`src/rtl/rv32_dma_copy.sv`:
```
// Word-copy DMA initiator on the picorv32 native memory bus: one read then one write per word.
// Latency: 4 cycles/word with zero-wait responder; backpressure via mem_ready with optional timeout abort.
module rv32_dma_copy #(
    parameter int LEN_WIDTH      = 16,
    parameter int TIMEOUT_CYCLES = 1024
) (
    input  logic                 clk,
    input  logic                 reset_n,
    input  logic                 start,
    input  logic [31:0]          src_addr,
    input  logic [31:0]          dst_addr,
    input  logic [LEN_WIDTH-1:0] len_words,
    output logic                 busy,
    output logic                 done,
    output logic                 error,
    output logic                 mem_valid,
    input  logic                 mem_ready,
    output logic [31:0]          mem_addr,
    output logic [31:0]          mem_wdata,
    output logic [3:0]           mem_wstrb,
    input  logic [31:0]          mem_rdata
);

    typedef enum logic [2:0] {
        S_IDLE,
        S_RD_SETUP,
        S_RD_WAIT,
        S_WR_SETUP,
        S_WR_WAIT
    } state_t;

    localparam int WW        = (TIMEOUT_CYCLES > 2) ? $clog2(TIMEOUT_CYCLES) : 1;
    localparam int TO_LAST_I = (TIMEOUT_CYCLES > 0) ? TIMEOUT_CYCLES - 1 : 0;
    localparam logic [WW-1:0] TO_LAST = TO_LAST_I[WW-1:0];
    localparam bit   TO_EN   = (TIMEOUT_CYCLES > 0);

    state_t               r_state;
    logic [31:0]          r_src;
    logic [31:0]          r_dst;
    logic [LEN_WIDTH-1:0] r_cnt;
    logic [31:0]          r_data;
    logic [WW-1:0]        r_wait;
    logic                 r_busy;
    logic                 r_done;
    logic                 r_error;
    logic                 r_mem_valid;
    logic [31:0]          r_mem_addr;
    logic [31:0]          r_mem_wdata;
    logic [3:0]           r_mem_wstrb;

    // Expires on the cycle the wait counter reaches its last value; ready in that cycle still wins.
    logic w_timeout;
    assign w_timeout = TO_EN && (r_wait == TO_LAST);

    always_ff @(posedge clk or negedge reset_n) begin
        if (!reset_n) begin
            r_state     <= S_IDLE;
            r_src       <= 32'h0;
            r_dst       <= 32'h0;
            r_cnt       <= '0;
            r_data      <= 32'h0;
            r_wait      <= '0;
            r_busy      <= 1'b0;
            r_done      <= 1'b0;
            r_error     <= 1'b0;
            r_mem_valid <= 1'b0;
            r_mem_addr  <= 32'h0;
            r_mem_wdata <= 32'h0;
            r_mem_wstrb <= 4'h0;
        end else begin
            r_done <= 1'b0;
            case (r_state)
                S_IDLE: begin
                    if (start) begin
                        r_error <= 1'b0;
                        if (len_words != '0) begin
                            r_src   <= {src_addr[31:2], 2'b00};
                            r_dst   <= {dst_addr[31:2], 2'b00};
                            r_cnt   <= len_words;
                            r_busy  <= 1'b1;
                            r_state <= S_RD_SETUP;
                        end else begin
                            r_done  <= 1'b1;
                        end
                    end
                end
                S_RD_SETUP: begin
                    r_mem_addr  <= r_src;
                    r_mem_wstrb <= 4'h0;
                    r_mem_valid <= 1'b1;
                    r_wait      <= '0;
                    r_state     <= S_RD_WAIT;
                end
                S_RD_WAIT: begin
                    if (mem_ready) begin
                        r_data      <= mem_rdata;
                        r_mem_valid <= 1'b0;
                        r_state     <= S_WR_SETUP;
                    end else if (w_timeout) begin
                        r_mem_valid <= 1'b0;
                        r_error     <= 1'b1;
                        r_done      <= 1'b1;
                        r_busy      <= 1'b0;
                        r_state     <= S_IDLE;
                    end else begin
                        r_wait <= r_wait + 1'b1;
                    end
                end
                S_WR_SETUP: begin
                    r_mem_addr  <= r_dst;
                    r_mem_wdata <= r_data;
                    r_mem_wstrb <= 4'hF;
                    r_mem_valid <= 1'b1;
                    r_wait      <= '0;
                    r_state     <= S_WR_WAIT;
                end
                S_WR_WAIT: begin
                    if (mem_ready) begin
                        r_mem_valid <= 1'b0;
                        r_src       <= r_src + 32'd4;
                        r_dst       <= r_dst + 32'd4;
                        r_cnt       <= r_cnt - 1'b1;
                        if (r_cnt == {{(LEN_WIDTH-1){1'b0}}, 1'b1}) begin
                            r_done  <= 1'b1;
                            r_busy  <= 1'b0;
                            r_state <= S_IDLE;
                        end else begin
                            r_state <= S_RD_SETUP;
                        end
                    end else if (w_timeout) begin
                        r_mem_valid <= 1'b0;
                        r_error     <= 1'b1;
                        r_done      <= 1'b1;
                        r_busy      <= 1'b0;
                        r_state     <= S_IDLE;
                    end else begin
                        r_wait <= r_wait + 1'b1;
                    end
                end
                default: begin
                    r_mem_valid <= 1'b0;
                    r_busy      <= 1'b0;
                    r_state     <= S_IDLE;
                end
            endcase
        end
    end

    assign busy      = r_busy;
    assign done      = r_done;
    assign error     = r_error;
    assign mem_valid = r_mem_valid;
    assign mem_addr  = r_mem_addr;
    assign mem_wdata = r_mem_wdata;
    assign mem_wstrb = r_mem_wstrb;

endmodule

```
`config.mk`:
```
export PLATFORM = sky130hd
export DESIGN_NAME = rv32_dma_copy
export DESIGN_NICKNAME = d
export VERILOG_FILES = /design/src/rtl/rv32_dma_copy.sv
export SDC_FILE = /design/constraint.sdc
export NUM_CORES = 1
export LEC_CHECK = 0
export CAP_MARGIN = 5
export CORE_MARGIN = 8
export CORE_UTILIZATION = 40
export CTS_CLUSTER_DIAMETER = 50
export DETAILED_ROUTE_END_ITERATION = 6
export GPL_TIMING_DRIVEN = 0
export PLACE_DENSITY = 0.69
export SETUP_SLACK_MARGIN = 0.3
export SYNTH_ARGS = -nofsm -noshare
export SYNTH_HDL_FRONTEND = slang
export SYNTH_SLANG_ARGS = --single-unit
```
`constraint.sdc`:
```
create_clock -name clk -period 3.25 [get_ports clk]
set_clock_uncertainty 0.05 [all_clocks]
set_input_delay 0.325 -clock clk [delete_from_list [all_inputs] [get_ports clk]]
set_output_delay 0.325 -clock clk [all_outputs]
set_load 0.01 [all_outputs]
```
# Word level (Yosys, flattened, before mapping)
# Index checks and enable logic that the tools add are counted.
# word_totals
reg_bits	197
in_bits	116
output_inout_bits	72
elab_cells	94
# op_classes
n_addsub	4
n_eq_ne	15
mux	45
bitwise	2
reduce_logical	15
# ops
operator	n
$mux W32	6
$pmux W32 S2	3
$add A32 B3 Y32 const B	2
$mux W16	3
$pmux W16 S2	1
$mux W10	2
$pmux W10 S2	1
$mux W1	18
$eq A16 B1 Y1 const B	1
$reduce_bool A16 Y1	1
$sub A16 B1 Y16 const B	1
$mux W3	5
$pmux W3 S5	1
$ne A2 B2 Y1 const B	6
$add A10 B1 Y10 const B	1
$eq A10 B10 Y1 const B	1
$pmux W4 S2	1
$reduce_and A4 Y1	2
$reduce_bool A2 Y1	4
$eq A3 B2 Y1 const B	2
$pmux W1 S3	2
$reduce_and A2 Y1	3
$reduce_and A5 Y1	1
$pmux W1 S4	1
other kinds (10)	12

# Longest topological paths before layout
# Gate-level depths: netlist of the first run.
# depth
ltp_word	4
depth_mapped	8
mapped_depth_nobuf	7

# Worst setup path before layout of the first run
# Ideal clock, no wire load.
# synth_path
path_kind	flip-flop to flip-flop
from	reg r_cnt[7]
to	reg r_cnt[13]
setup_ns	0.129
t_arrival_ns	1.865
t_required_ns	3.071
setup_slack_ns	1.205
path_stages_with_launch	7
path_buffers	1
synth_period_minus_slack_ns	2.045
cell_sequence	dfrtp_1 -> or4_1 -> or3_1 -> clkbuf_1 -> o311a_1 -> a21oi_1 -> o21ai_1
# synth_via
elab_chain_cells	3
# synth_rtl
element	line_no	source
start: declaration	40	logic [LEN_WIDTH-1:0] r_cnt;
start signal: assignment	79	r_cnt <= len_words;
start signal: assignment	122	r_cnt <= r_cnt - 1'b1;
$sub A16 B1 Y16	122	
$mux W16	118	if (mem_ready) begin
$pmux W16 S2	72	case (r_state)
# No other way between the ends. The select of a mux whose other input is x is not followed.
# A chain may end at the register's enable or synchronous reset.

# Final worst setup path of the first run
# layout_path
from	reg r_src[2]
to	reg r_src[26]
# layout_via
elab_chain_cells	3
# layout_rtl
element	line_no	source
start: declaration	38	logic [31:0] r_src;
start signal: assignment	77	r_src <= {src_addr[31:2], 2'b00};
start signal: assignment	120	r_src <= r_src + 32'd4;
$add A32 B3 Y32	120	
$mux W32	118	
$pmux W32 S2	72	
# No other way between the ends. The select of a mux whose other input is x is not followed.

==> impl_results.md, run 1 <==
* Outcome: complete, no violations
* Sequential fraction of the synthesis area at 0.500
* Crit Path Max Fanout at 10
* Primary FF master, synth: dfrtp_1
* Reg2reg setup slack at roughly 0.56 ns
* Final Util at 0.529
* CTS Buffer Depth at 2
* Die footprint at 28800 µm²
* CTS tree: yes
* DIE WIDTH at 170 µm
* Mux contribution to synthesized area at 0.109
* Vias at roughly 8700
* Clock Latency Late Sink at 0.45 ns
* Grt total ovfl at 0
* Residual DRC at 0
* Initial DRC Count at 809
* Top-count cell post-synth: dfrtp_1
* Filler cell count at roughly 2100
* Pwr Total at about 12 mW
* Worst reg2reg endpoint: r_src[26]
* Multi-input combinational cell area at around 4300 µm²
* Post-layout minimum cycle time at 2.69 ns
* Antenna Nets Post-Route at 0
* Worst-Margin Slew at 0.892 ns
* # clock sinks at 189
* Slew Limit Headroom at 0.406
* Sequential Power Share at 0.372
* Layout Cells excl Fill at approximately 1500
* Std-Cell Rows at 56
* Number of synthesis warnings at 0
* RSZ-0062 raised after global routing: false
* DR pass1 iterations at 5
* GR Util All Layers at 0.213
* Reg clk slew, reported paths at 0.08 ns
* Post-synthesis cell area at ~9500 µm²
* Critical Path AT at about 3.0 ns
* Area share of fa/ha/maj cells after synthesis at 0.00662
* Flops & latches, synth at around 190
* Critical Path End Type: flip-flop
* Synth top area share at 0.500
* Setup Crit Path Kind: flip-flop to flip-flop
* Max Clk Rate at roughly 0.37 GHz
* IO Port Bufs at approximately 180
* Placer Congestion at ~0.9
* Post-DP Area at between 10000 and 15000 µm²
* Final #Nets at between 1000 and 1500
* Switch share at 0.408
* Async S/R FF share, synth at 1.00
* Worst Path Required at 3.51 ns
* CTS root buf: clkbuf_16
* Final setup violation count at 0
* Via density per instance at around 5.8
* Max Slew Vio Count at 0
* Compound-gate portion of the synthesized area at 0.186
* Synth Area in Simple Gates at 0.150
* Setup crit start: r_src[2]
* EDFF count, synth at 0
* Dpl hpwl at 22300 µm
* Worst setup endpoint: r_src[26]
* First-pass GRT wire length at about 48000 µm
* Layout area overhead at 30.7%
* Final Cycle Share at 0.826
* Clock Power Share at 0.185
* Core area at roughly 23000 µm²
* Library cells used by synthesis at 58
* Syn Nets at 1083
* Commonest cells post-synth: 189 x dfrtp_1, 96 x nand2_1, 95 x a21oi_1
* Tightest Hold Check Type: flip-flop to flip-flop
* Die Span Y at around 170 µm
* Syn Area/Cell at between 9 and 10 µm²
* Worst Reg-to-Reg Cells at 7
* Logic pwr share at 0.443
* Initial cell density of the core at 0.405
* Worst VDD drop at approximately 0.00043 V
* Wire length per cell at between 20 and 25 µm
* Reg-to-reg critical path startpoint: r_src[2]
* I/O pins at about 190
* Vias in the first global route at 8514
* Fraction of layout cells with a size suffix above 1 at 0.120
* Leak Pwr at 4.93 nW
* P per Cell Area at ~960 nW/µm²
* N_diodes at 0
* Synth area leader: dfrtp_1
* H-tree Lvls at 4
* Internal power at 7.00 mW
* Register area at roughly 4700 µm²
* Num CTS Buffers at 17
* Hold Vio Cnt, Final at 0
* Max Cap Viol at 0
* Final worst setup slack at 0.565 ns
* Synth Instances at about 960
* Drt total wl at around 31000 µm
* Pin count of the biggest net entering global routing at roughly 110
* Antenna violations before repair at 0
* Post-synthesis xor/xnor area fraction at 0.00556
* Post-Place Cells at approximately 1500
* Largest family of logic cells by synthesized area: compound AO/OA/AOI/OAI gates
* Setup WS pre-CTS at around 0.27 ns
* Design area at between 10000 and 15000 µm²
* CP Launch Type: flip-flop
* Top cells by area, synth: dfrtp_1 50%, mux2_2 7.6%, a21oi_1 5.0%
* Net Switching at between 4 and 5 mW
[timing repair]
action                     CTS  global route
hold endpoints to repair   111             0
setup buffers                0             0
gates resized for setup      0             1
setup endpoints to repair    0             2
hold buffers                 1             0
[worst max-delay path, stage by stage, from the launching register on]
cell and delay [ns]:
dfrtp_1 0.44, ha_1 0.24, nand4_1 0.14, nor4_2 0.59, clkbuf_1 0.48, nand2_1 0.18, o32ai_1 0.32, a2bb2oi_1 0.11
[registers in the layout, summed over array words and instances, names as in the netlist]
register and flops:
mem_addr 31, r_wait 10, busy 1, r_cnt 16
mem_wdata 32, r_src 30, r_dst 30, r_data 32
mem_valid 1, done 1, r_state 3, mem_wstrb 1
error 1
[worst min-delay path by stage]
stage                     cells after the start           from  slack, ns            end
after floorplan                               0        reset_n      -0.02           busy
after global placement                        2   mem_addr[17]       0.41   mem_addr[17]
after detailed placement                      1        reset_n       0.41  mem_wdata[27]
after CTS                                     2  mem_rdata[27]       0.42     r_data[27]
after global routing                          2  mem_rdata[31]       0.42     r_data[31]
final                                         2   mem_addr[17]       0.43   mem_addr[17]
[layer usage]
| layer | part of all wire | up-vias | track usage |
|---|---|---|---|
| met1 | 0.40 | 4159 | 0.276 |
| met2 | 0.45 | 444 | 0.322 |
| met5 | 0 | - | 0 |
| li1 | - | 3969 | - |
| met4 | 0.040 | 0 | 0.110 |
| met3 | 0.11 | 81 | 0.0570 |
[stage by stage]
| step | TNS [ns] | hold slack (ns) |
|---|---|---|
| 6_report | 0 | 0.430 |
| 5_1_grt | 0 | 0.420 |
| 4_1_cts | 0 | 0.415 |
| 3_5_place_dp | 0 | 0.408 |
| 3_3_place_gp | -1179.46 | 0.409 |
| 2_1_floorplan | 0 | -0.0206 |
[cell usage in the layout, fill, tap and decap left out, drive strengths merged, types with 4 or more instances in the layout]
cell type	instances
o22ai	27
clkbuf	63
and2	9
and4	6
clkdlybuf4s50	182
o2bb2a	6
nand2	96
a21oi	95
ha	5
clkinv	5
and3	8
a2bb2oi	14
mux2i	31
a31oi	10
a41oi	4
inv	21
mux2	64
a22oi	7
dfrtp	189
o21ai	92
o22a	8
nor3	12
nand4	30
nor2	46
or3	5
a31o	5
o211ai	5
nand3	39
nor4	16
xnor2	5
o32ai	4
buf	34
or4	4
[logic make-up (layout without fill, tap and decap cells)]
kind of cell    count (synthesis)  after routing
fa+ha+maj                       5              5
compound gates                291            291
xor+xnor                        6              6
simple gates                  286            286
mux                            95             95
buf+inv                        90            307
flops                         189            189
[layout make-up]
cell class | count | share of cell area
sequential | 189 | 0.383
multi-input combinational | 683 | 0.350
timing repair buffer | 185 | 0.152
clock buffer | 17 | 0.0344
tap | 319 | 0.0323
buffer | 78 | 0.0293
clock inverter | 15 | 0.0158
inverter | 12 | 0.00365
[power groups by stage]
| stage | Sequential [mW] | Combinational (mW) | Clock, mW |
|---|---|---|---|
| CTS | 4.38 | 5.22 | 2.23 |
| detailed placement | 4.42 | 5.21 | 0 |
| finish | 4.40 | 5.24 | 2.18 |
| global route | 4.55 | 5.71 | 2.31 |
| floorplan | 4.37 | 2.99 | 0 |
| global placement | 4.38 | 5.11 | 0 |
(Power assumes the default switching activity.)
==> run 2, diff against run 1 <==
==> constraint.sdc (replaced) <==
create_clock -name clk -period 2.8 [get_ports clk]
set_clock_uncertainty 0.05 [all_clocks]
set_input_delay 0.28 -clock clk [delete_from_list [all_inputs] [get_ports clk]]
set_output_delay 0.28 -clock clk [all_outputs]
set_load 0.01 [all_outputs]
==> run 2 against run 1 <==
Cell area rose by 0.67%. Largest power group unchanged. Sequential cell count did not move. Critical endpoint is now r_src[3]. Critical path type unchanged. Global-route usage did not move.
==> impl_results.md, run 2 (same netlist as run 1, synthesis figures left out) <==
* Outcome: complete, no violations
* Placer Congestion at 0.897 (unchanged)
* Leak Pwr at 4.98 nW (+1.1%)
* CTS root buf: clkbuf_16
* Layout Cells excl Fill at 1498 (unchanged)
* Commonest non-fill, non-tap cell in the layout: dfrtp_1
* Critical Path End Type: flip-flop
* Reg clk slew, reported paths at 0.08 ns (about the same)
* Max Clk Rate at 0.418 GHz (+12%)
* Residual DRC at 0 (unchanged)
* Tightest Hold Check Type: primary input to flip-flop
* P per Cell Area at 1110 nW/µm² (+16%)
* Std-Cell Rows at 56 (unchanged)
* I/O pins at 188 (unchanged)
* First-pass GRT wire length at 47900 µm (unchanged)
* Sequential Power Share at 0.370 (-0.002)
* DIE WIDTH at 170 µm (unchanged)
* Design area at 12400 µm² (+0.67%)
* Slowest CP cell: or4b_4
* Initial cell density of the core at 0.405 (unchanged)
* Layout area overhead at 31.6%
* Vias at 8700 (+0.54%)
* Fraction of layout cells with a size suffix above 1 at 0.137 (+0.0170)
* Clock Power Share at 0.184 (about the same)
* CP Launch Type: flip-flop
* IO Port Bufs at 183 (unchanged)
* Num CTS Buffers at 17 (unchanged)
* Worst VDD drop at 0.000504 V (+17%)
* Die footprint at 28800 µm² (unchanged)
* Clock Latency Late Sink at 0.44 ns (about the same)
* Internal power at 8.15 mW (+16%)
* Cells along the critical path: buf_2 > or4b_4 > a41oi_4 > a31o_2 > buf_4 > buf_2 > a31oi_1
* Worst Path Required at 3.06 ns (-0.45 ns)
* Vias in the first global route at 8514 (unchanged)
* Max Cap Viol at 0 (unchanged)
* Post-layout minimum cycle time at 2.39 ns (-0.293 ns)
* Post-CTS setup buffers at 0 (unchanged)
* Final worst setup slack at 0.408 ns (-0.157 ns)
* Final Cycle Share at 0.854 (+0.0282)
* Most used cell, CP: buf_2
* Hold Vio Cnt, Final at 0 (unchanged)
* # clock sinks at 189 (unchanged)
* Die Span Y at 170 µm (unchanged)
* Post-DP Area at 11700 µm² (unchanged)
* Dpl hpwl at 22300 µm (unchanged)
* Max incr delay on CP at 0.60 ns (about the same)
* Switch share at 0.409 (+0.00135)
* DR pass1 iterations at 7 (+2)
* Final setup violation count at 0 (unchanged)
* GR Util All Layers at 0.213 (unchanged)
* RSZ-0062 raised after global routing: true
* H-tree Lvls at 4 (unchanged)
* Setup Crit Path Kind: flip-flop to flip-flop
* Antenna violations before repair at 0 (unchanged)
* Pwr Total at 13.8 mW (+17%)
* CTS Buffer Depth at 2 (unchanged)
* Antenna Nets Post-Route at 0 (unchanged)
* Most frequent cells in the layout: 189 x dfrtp_1, 182 x clkdlybuf4s50_1, 96 x nand2_1, 95 x a21oi_1, 89 x o21ai_0
* Wire length per cell at 20.7 µm (+0.74%)
* Core area at 23300 µm² (unchanged)
* Via density per instance at 5.81 (+0.54%)
* Post-Place Cells at 1465 (unchanged)
* Pin count of the biggest net entering global routing at 113 (unchanged)
* Initial DRC Count at 917 (+13%)
* Slew Limit Headroom at 0.398 (-0.00767)
* Setup WS pre-CTS at -0.132 ns (-0.405 ns)
* N_diodes at 0 (unchanged)
* Logic pwr share at 0.446 (+0.003)
* Final #Nets at 1287 (unchanged)
* Net Switching at 5.64 mW (+17%)
* Grt total ovfl at 0 (unchanged)
* Max Slew Vio Count at 0 (unchanged)
* Crit Path Max Fanout at 10 (unchanged)
* Critical Path AT at 2.65 ns (-0.30 ns)
* Worst-Margin Slew at 0.903 ns (+0.0115 ns)
* CTS tree: yes
* Drt total wl at 30900 µm (+0.74%)
-- run 2: cell types whose count changed in the layout (fill, tap and decap cells not counted), moves of 2 or more --
cell,previous run,this run
clkbuf_1,46,34
nor2_2,0,2
nor2_1,46,44
clkbuf_2,0,12
nor4_4,0,2
nor4_1,14,10
nor4_2,2,4
-- run 2: per-layer routing --
layer | vias up | wire, µm | global-route usage
met5 | - | 0 | 0
met4 | 0 | 1160 | 0.110
met3 | 76 | 3110 | 0.0570
met2 | 452 | 13900 | 0.322
met1 | 4206 | 12700 | 0.276
li1 | 3966 | - | -
-- run 2: per-stage QoR --
step	TNS, ns	util	hold WS, ns
2_1_floorplan	0	-	-0.0656
3_3_place_gp	-1259.41	0.501	0.409
3_5_place_dp	-2.75	0.502	0.363
4_1_cts	0	0.530	0.370
5_1_grt	0	0.533	0.375
6_report	0	0.533	0.385
-- run 2: final timing paths --
kind	cells past startpoint	startpoint	to	slack, ns
max reg2reg	7	r_state[1]	r_src[3]	0.41
max	7	r_state[1]	r_src[3]	0.41
min	2	mem_rdata[27]	r_data[27]	0.38
max in group asynchronous	3	reset_n	mem_addr[22]	1.35
min in group asynchronous	2	reset_n	mem_wdata[27]	0.42
min reg2reg	2	mem_addr[17]	mem_addr[17]	0.43
-- run 2: critical path: cells and delay by family (launching register included) --
kind / cells / cell delay (ns)
compound gates: 3 / 0.56
buf+inv: 3 / 0.70
flops: 1 / 0.36
simple gates: 1 / 0.60
-- run 2: area by class of cell --
cell class | instances | area [µm²]
buffer | 78 | 380
clock inverter | 15 | 195
clock buffer | 17 | 425
fill | 2118 | 10900
multi-input combinational | 683 | 4390
inverter | 12 | 45.0
timing repair buffer | 185 | 1870
sequential | 189 | 4730
tap | 319 | 399
-- run 2: power by group through the flow --
stage | combinational [mW] | sequential [mW] | clock, mW
after floorplan | 3.47 | 5.07 | 0
after global placement | 5.93 | 5.08 | 0
after detailed placement | 6.04 | 5.13 | 0
after CTS | 6.07 | 5.08 | 2.59
after global routing | 6.68 | 5.29 | 2.68
final | 6.15 | 5.11 | 2.54
-- run 2: repair_timing --
item	in CTS	in global routing
resized for setup	5	29
endpoints found under the hold margin	111	0
gates cloned	0	0
hold buffers	1	0
setup endpoints to repair	18	75
==> run 3, diff against run 2 <==
--- a/config.mk
+++ b/config.mk
@@ -6,12 +6,15 @@
 export NUM_CORES = 1
 export LEC_CHECK = 0
 export CAP_MARGIN = 5
-export CORE_MARGIN = 8
+export CELL_PAD_IN_SITES_DETAIL_PLACEMENT = 1
+export CELL_PAD_IN_SITES_GLOBAL_PLACEMENT = 1
+export CORE_ASPECT_RATIO = 0.8
+export CORE_MARGIN = 3
 export CORE_UTILIZATION = 40
 export CTS_CLUSTER_DIAMETER = 50
 export DETAILED_ROUTE_END_ITERATION = 6
 export GPL_TIMING_DRIVEN = 0
-export PLACE_DENSITY = 0.69
+export PLACE_DENSITY = 0.85
 export SETUP_SLACK_MARGIN = 0.3
 export SYNTH_ARGS = -nofsm -noshare
 export SYNTH_HDL_FRONTEND = slang
==> run 3 against run 2 <==
Cell area rose by 0.29%. Combinational power increased by 5.7%. Non-clock buffer count up 2. Clock power is 3% lower. Die area down 11%. Total power rose by 3.0%. Sequential share of layout area shrank 0.11 points. Core utilization grew 1.2 points. Final cell count shrank 0.47%. Largest power group unchanged.
==> impl_results.md, run 3 (same netlist as run 1, synthesis figures left out) <==
* Outcome: complete, no violations
* Num CTS Buffers at 17 (unchanged)
* Layout Cells excl Fill at 1491 (-0.47%)
* Critical Path End Type: flip-flop
* Via density per instance at 6.12 (+5.5%)
* DR pass1 iterations at 6 (-1)
* CTS root buf: clkbuf_16
* Post-Place Cells at 1452 (-0.89%)
* Max Clk Rate at 0.409 GHz (-2.1%)
* I/O pins at 188 (unchanged)
* Hold Vio Cnt, Final at 0 (unchanged)
* Max Slew Vio Count at 0 (unchanged)
* Placer Congestion at 0.894 (-0.38%)
* Slew Limit Headroom at 0.422 (+0.0244)
* DIE WIDTH at 178 µm (+4.8%)
* CP Launch Type: flip-flop
* Residual DRC at 0 (unchanged)
* Pin count of the biggest net entering global routing at 111 (-1.8%)
* Reg-to-reg critical path startpoint: r_src[10]
* Final worst setup slack at 0.356 ns (-0.0518 ns)
* Worst VDD drop at 0.000498 V (-1.1%)
* CTS tree: yes
* Std-Cell Rows at 49 (-13%)
* Commonest non-fill, non-tap cell in the layout: dfrtp_1
* IO Port Bufs at 183 (unchanged)
* Final setup violation count at 0 (unchanged)
* First-pass GRT wire length at 54000 µm (+13%)
* Reg2reg setup slack at 0.36 ns (-0.05 ns)
* GR Util All Layers at 0.276 (+0.0632)
* Antenna violations before repair at 5 (+5)
* H-tree Lvls at 4 (unchanged)
* Drt total wl at 36000 µm (+17%)
* Initial cell density of the core at 0.413 (+0.00822)
* Fraction of layout cells with a size suffix above 1 at 0.148 (+0.0108)
* Design area at 12500 µm² (+0.29%)
* Die footprint at 25500 µm² (-11%)
* Antenna Nets Post-Route at 0 (unchanged)
* Layout area overhead at 31.9%
* Post-DP Area at 11700 µm² (-0.14%)
* Leak Pwr at 5.00 nW (+0.41%)
* Die Span Y at 144 µm (-15%)
* Setup TNS at 0 ns (unchanged)
* Reg clk slew, reported paths at 0.08 ns (about the same)
* Worst Path Required at 3.11 ns (+0.05 ns)
* Core area at 22900 µm² (-2.0%)
* Vias in the first global route at 9476 (+11%)
* P per Cell Area at 1140 nW/µm² (+2.7%)
* Pwr Total at 14.2 mW (+3.0%)
* Final Cycle Share at 0.873 (+0.0185)
* Worst Reg-to-Reg Cells at 6 (-1)
* Wire length per cell at 24.2 µm (+17%)
* RSZ-0062 raised after global routing: true
* Grt total ovfl at 0 (unchanged)
* Crit Path Max Fanout at 10 (unchanged)
* Vias at 9132 (+5.0%)
* Worst reg2reg endpoint: r_src[31]
* Final #Nets at 1289 (+0.16%)
* Most frequent cells in the layout: 189 x dfrtp_1, 182 x clkdlybuf4s50_1, 96 x nand2_1, 95 x a21oi_1, 89 x o21ai_0
* Tightest Hold Check Type: primary input to asynchronous set/reset pin
* Setup WS pre-CTS at -0.359 ns (-0.227 ns)
* Worst-Margin Slew at 0.867 ns (-0.0366 ns)
* Setup Crit Path Kind: flip-flop to flip-flop
* CTS Buffer Depth at 2 (unchanged)
* Max Cap Viol at 0 (unchanged)
* Post-layout minimum cycle time at 2.44 ns (+0.0518 ns)
* # clock sinks at 189 (unchanged)
* Dpl hpwl at 25400 µm (+14%)
* Critical Path AT at 2.75 ns (+0.10 ns)
* Initial DRC Count at 1076 (+17%)
* Clock Latency Late Sink at 0.45 ns (about the same)
[run 3: cell count changes in the layout (fill, tap and decap cells not counted), sizes merged]
cell and delta:
clkbuf +1, buf +1, diode +4
[run 3: worst max path at each step]
stage / startpoint / end / slack, ns / cells past startpoint
6_report: r_src[10] / r_src[31] / 0.36 / 6
3_5_place_dp: len_words[14] / r_src[12] / -0.36 / 7
3_3_place_gp: reset_n / mem_wdata[0] / -6.79 / 1
4_1_cts: r_dst[2] / r_dst[24] / 0.22 / 6
2_1_floorplan: r_cnt[7] / r_cnt[13] / 0.76 / 6
5_1_grt: r_dst[2] / r_dst[24] / 0.26 / 6
[run 3: area by class of cell]
class                      instances  area [µm²]
buffer                            78         400
tap                              306         383
clock inverter                    15         163
sequential                       189        4730
inverter                          12        45.0
fill                            2546       10400
multi-input combinational        683        4430
antenna                            4        10.0
clock buffer                      17         425
timing repair buffer             187        1890
[run 3: stage by stage]
step / utilization / hold slack [ns]
2_1_floorplan: - / -0.0656
3_3_place_gp: 0.510 / 0.416
3_5_place_dp: 0.512 / 0.263
4_1_cts: 0.540 / 0.381
5_1_grt: 0.545 / 0.395
6_report: 0.545 / 0.345
[run 3: per-layer routing]
metal	global-route usage	share of wire	up-vias
li1	-	-	3965
met1	0.370	0.42	4610
met2	0.432	0.47	481
met3	0.0684	0.088	74
met4	0.108	0.026	2
met5	0	0.00036	-
[run 3: worst max-delay path, cell delays in order, from the launching register on]
cell and delay, ns:
dfrtp_1 0.51, nand4_1 0.37, nor4_4 0.50, buf_2 0.33
nand4_1 0.20, a21oi_1 0.21, a2bb2oi_1 0.19
[run 3: report_power, final]
group          total (mW)  leakage (nW)  internal (mW)  switching (mW)
combinational        6.50          2.48           2.91            3.60
clock                2.47         0.285           1.20            1.27
sequential           5.23          2.24           4.04            1.19
[run 3: timing repair]
item                                   in CTS  in global routing
hold buffers                                1                  0
setup endpoints to repair                  62                 86
pin swaps                                   0                  2
resized for setup                          17                 40
setup buffers                               0                  2
endpoints found under the hold margin      79                  0
